===== config.mk =====
export PLATFORM = sky130hd
export DESIGN_NAME = alu_64
export DESIGN_NICKNAME = d
export VERILOG_FILES = /design/src/rtl/alu_pkg.sv /design/src/rtl/alu_bit_slice.sv /design/src/rtl/alu_64.sv
export SDC_FILE = /design/constraint.sdc
export NUM_CORES = 1
export LEC_CHECK = 0
export BUFFER_PORTS_ARGS = -buffer_cell sky130_fd_sc_hd__buf_2
export CORE_ASPECT_RATIO = 1.5
export CORE_MARGIN = 5
export CORE_UTILIZATION = 56
export DETAILED_ROUTE_END_ITERATION = 8
export PLACE_DENSITY = 0.83
export SLEW_MARGIN = 5
export SYNTH_ARGS = -nofsm -noshare
export SYNTH_HDL_FRONTEND = slang
export SYNTH_SLANG_ARGS = --single-unit

===== constraint.sdc =====
create_clock -name clk -period 2.35 [get_ports clk]
set_clock_uncertainty 0.15 [all_clocks]
set_input_delay 0.1175 -clock clk [delete_from_list [all_inputs] [get_ports clk]]
set_output_delay 0.1175 -clock clk [all_outputs]
set_load 0.005 [all_outputs]

===== src/rtl/alu_pkg.sv =====
// Shared types for the 64-bit execute-stage ALU.
package alu_pkg;

  typedef enum logic [2:0] {
    ALU_PASS_B   = 3'b000,
    ALU_ADD      = 3'b010,
    ALU_SUBTRACT = 3'b011,
    ALU_AND      = 3'b100,
    ALU_OR       = 3'b101,
    ALU_XOR      = 3'b110
  } alu_op_e;

  typedef enum logic [1:0] {
    LS_B,
    LS_AND,
    LS_OR,
    LS_XOR
  } logic_sel_e;

endpackage


===== src/rtl/alu_bit_slice.sv =====
// One bit of the ALU: full adder, logic unit and
// a 2:1 select between them.
module alu_bit_slice
  import alu_pkg::*;
(
  input  logic       a,
  input  logic       b,
  input  logic       b_eff,
  input  logic       cin,
  input  logic       arith_sel,
  input  logic_sel_e logic_sel,
  output logic       y,
  output logic       cout
);

  logic sum;
  logic lu;

  assign sum  = a ^ b_eff ^ cin;
  assign cout = (a & b_eff) | (cin & (a ^ b_eff));

  always_comb begin
    lu = b;
    unique case (logic_sel)
      LS_B:   lu = b;
      LS_AND: lu = a & b;
      LS_OR:  lu = a | b;
      LS_XOR: lu = a ^ b;
      default: lu = b;
    endcase
  end

  assign y = arith_sel ? sum : lu;

endmodule


===== src/rtl/alu_64.sv =====
// 64-bit ripple-carry ALU with flags; all outputs
// registered once behind an async active-high reset.
module alu_64
  import alu_pkg::*;
(
  input  logic        clk,
  input  logic        reset,
  input  logic [63:0] A,
  input  logic [63:0] B,
  input  logic [2:0]  cntrl,
  output logic [63:0] result,
  output logic        negative,
  output logic        zero,
  output logic        overflow,
  output logic        carry_out
);

  logic       sub;
  logic       arith_sel;
  logic       valid;
  logic_sel_e logic_sel;

  always_comb begin
    sub       = 1'b0;
    arith_sel = 1'b0;
    logic_sel = LS_B;
    valid     = 1'b1;
    unique case (cntrl)
      ALU_PASS_B:   logic_sel = LS_B;
      ALU_ADD:      arith_sel = 1'b1;
      ALU_SUBTRACT: begin
        arith_sel = 1'b1;
        sub       = 1'b1;
      end
      ALU_AND:      logic_sel = LS_AND;
      ALU_OR:       logic_sel = LS_OR;
      ALU_XOR:      logic_sel = LS_XOR;
      default:      valid = 1'b0;
    endcase
  end

  logic [63:0] b_eff;
  logic [64:0] carry;
  logic [63:0] slice_y;

  assign b_eff    = B ^ {64{sub}};
  assign carry[0] = sub;

  for (genvar i = 0; i < 64; i++) begin : g_slice
    alu_bit_slice u_slice (
      .a         (A[i]),
      .b         (B[i]),
      .b_eff     (b_eff[i]),
      .cin       (carry[i]),
      .arith_sel (arith_sel),
      .logic_sel (logic_sel),
      .y         (slice_y[i]),
      .cout      (carry[i+1])
    );
  end

  logic [63:0] res_next;
  logic        cout_next;
  logic        ovf_next;

  assign res_next  = valid ? slice_y : '0;
  assign cout_next = arith_sel & carry[64];
  assign ovf_next  = arith_sel & (carry[64] ^ carry[63]);

  // Balanced OR tree in heap layout: leaves at 63..126, root at 0.
  logic [126:0] node;

  for (genvar i = 0; i < 64; i++) begin : g_leaf
    assign node[63+i] = res_next[i];
  end

  for (genvar k = 0; k < 63; k++) begin : g_tree
    assign node[k] = node[2*k+1] | node[2*k+2];
  end

  always_ff @(posedge clk or posedge reset) begin
    if (reset) begin
      result    <= '0;
      negative  <= 1'b0;
      zero      <= 1'b0;
      overflow  <= 1'b0;
      carry_out <= 1'b0;
    end else begin
      result    <= res_next;
      negative  <= res_next[63];
      zero      <= ~node[0];
      overflow  <= ovf_next;
      carry_out <= cout_next;
    end
  end

endmodule


==> run_results.csv <==
group,metric,value,unit
run_status,outcome,"complete, but fails checks",
run_status,violations,"setup timing",
cts,cts_buffers,9,
pwr,p_leak,5.93,nW
global_routing,antenna_found_initial,6,
yosys,synth_top_family_by_area,"adder cells",
placement,dpl_worst_slack,-23.33,ns
yosys,postSynthAreaPerCell,9.08,um^2
finish,drive_gt1_share,44.8,%
yosys,muxShareOfSynthArea,3.91,%
die,die_y,161,um
sta,fin_crit_sh,1070,%
sta,hold_violations,0,
global_routing,grt_max_degree,83,
yosys,yosys_warnings,0,
drt,drt_iter0_drc,612,
sta,slew_headroom,30.8,%
critical_path,end_kind,"register",
die,start_util,56.7,%
global_routing,grt_pass1_wl,46600,um
yosys,ys_types,59,
drt,drt-vias-per-instance,5.88,
yosys,synthSimpleGateAreaFrac,9.33,%
yosys,async_flop_share,100,%
die,core,15100,um^2
drt,drt_wl_total,29700,um
sta,tightestPinTransition,1.04,ns
yosys,synthAdderAreaFrac,33.5,%
critical_path,critPathMaxStageDelay,0.42,ns
finish,finalNetCount,1607,
placement,dpl.hpwl,21400,um
cts,cts_tree,"built",
drt,wl_per_cell,19.9,um
yosys,synth-edff-count,0,
critical_path,arrival,25.32,ns
global_routing,globalRoute.totalOverflow,0,
cts,cts_sinks,67,
sta,fin_crit,25.23,ns
critical_path,crit_buf_inv,3,
job,cap_viol_max_count,0,
pwr,peakVddDrop,372,uV
critical_path,path_class,"in -> reg",
drt,first_pass_iters,4,
pwr,p_per_area,454,nW/um^2
finish,area_growth,39.3,%
yosys,ys_seq_elements,67,
die,die_area,17900,um^2
yosys,netlist_area,8540,um^2
critical_path,critPathMostFrequentCell,"fa_2",
die,rows,55,
critical_path,startpoint_type,"input pin",
critical_path,cp_max_fo,2,
sta,fmax,39.6,MHz
sta,timing.final.ws_setup,-22.88,ns
placement,portBuffers,200,
yosys,syn_nets,1265,
yosys,synthCells,941,
critical_path,cpMaxStageDelayCell,"fa_2",
critical_path,required,2.44,ns
drt,post-route-drc-count,0,
critical_path,crit_family,"adder cells",
drt,antenna_left,0,
global_routing,grt_util_all_layers,32.3,%
die,die_width,111,um
placement,gp_congestion,0.910,
yosys,synth_compound_area_share,17.3,%
yosys,synth_xor_area_share,6.56,%
die,io_pins,201,
finish,final_cell_mix,"197 x buf_2, 191 x buf_4, 129 x inv_1",
sta,slew_viol_final,0,
sta,setup_viol,67,
cts,cts_root_buf,"clkbuf_16",
yosys,ys.flop_type,"dfrtp_1",
sta,grt_setup_unrepaired,"yes",
worst_hold_path,min_path_type,"in -> reg",
drt,vias,8770,
cts,clk_pin_slew,0.06,ns
global_routing,grt_pass1_vias,9398,
cts,cts_buffer_depth,2,
yosys,yosysSeqAreaShare,19.6,%
cts,htreeDepth,3,
finish,final_common_cell,"buf_2",
pwr,finalPower,5.40,mW
layout make-up:
| class | instances | area, um^2 |
|---|---|---|
| multi-input cells | 673 | 6590 |
| fillers | 914 | 3170 |
| repair buffers | 398 | 2540 |
| flip-flops and latches | 67 | 1680 |
| inverters | 134 | 510 |
| well taps | 199 | 249 |
| clock buffers | 12 | 246 |
| clock inverters | 4 | 73.8 |
| diodes | 5 | 12.5 |
cell families after synthesis:
logic type                 Yosys count
AOI/OAI and AO/OA                  220
xor gates and xnor gates            64
adders and majority gates          191
buffers and inverters              201
DFF                                 67
muxes                               30
and+or+nand+nor                    168
metal layers:
| metal | part of all wire (%) | global-route usage (%) | up-vias | routed length [um] |
|---|---|---|---|---|
| met5 | 0.037 | 0 | - | 11 |
| met4 | 7.5 | 22.9 | 2 | 2240 |
| met3 | 6.4 | 6.56 | 144 | 1910 |
| met2 | 51 | 56.8 | 438 | 15200 |
| met1 | 35 | 34.5 | 4288 | 10400 |
| li1 | - | - | 3898 | - |
repair_timing:
item	in CTS	in global routing
buffers inserted	10	5
hold buffers	3	0
resized for setup	47	21
hold endpoints to repair	69	0
endpoints found under the setup margin	65	67
pin swaps	21	22
metrics by stage:
| stage | cells | cell area (um^2) | utilization [%] | hold slack [ns] | setup TNS (ns) |
|---|---|---|---|---|---|
| after global placement | 1462 | 11200 | 74.4 | 0.0807 | -767.51 |
| after detailed placement | 1462 | 11200 | 74.4 | 0.0887 | -782.43 |
| after global routing | 1492 | 11900 | 79.0 | 0.0755 | -776.44 |
| after floorplan | 941 | 8890 | - | 0.121 | -759.57 |
| after CTS | 1485 | 11800 | 78.2 | 0.0646 | -754.70 |
| final | 1492 | 11900 | 79.0 | 0.0763 | -753.71 |
path summary, 6_finish.rpt:
check                          from              endpoint  slack [ns]  depth (start not counted)
min                           B[39]  result[39]$_DFF_PP0_        0.08                          4
max in group asynchronous     reset    negative$_DFF_PP0_        1.40                          4
max                        cntrl[2]        zero$_DFF_PP0_      -22.88                         76
min in group asynchronous     reset  result[37]$_DFF_PP0_        0.28                          4
sequential cells by signal, summed over array words and instances, names as in the netlist:
| register | cells |
|---|---|
| overflow | 1 |
| zero | 1 |
| carry_out | 1 |
| result | 63 |
| negative | 1 |
cell usage after synthesis (13+ instances only):
cell | count | area (um^2)
inv_1 | 132 | 495
ha_1 | 128 | 1600
a21oi_1 | 85 | 425
dfrtp_1 | 67 | 1680
fa_1 | 63 | 1260
xnor2_1 | 63 | 552
nor2_1 | 59 | 221
buf_2 | 38 | 190
nand2_1 | 35 | 131
a211oi_1 | 21 | 158
clkbuf_1 | 21 | 78.8
mux2i_1 | 21 | 210
a221oi_1 | 19 | 166
nand3_1 | 16 | 80.1
o21ai_0 | 15 | 75.1
nor3_1 | 14 | 70.1
nor4_1 | 14 | 87.6
a31oi_1 | 13 | 81.3
power by group:
part           internal (mW)  switching, mW
clock                  0.960          0.544
combinational           1.22           1.33
sequential              1.31         0.0480
No activity file was read; power rests on OpenSTA's default activity.
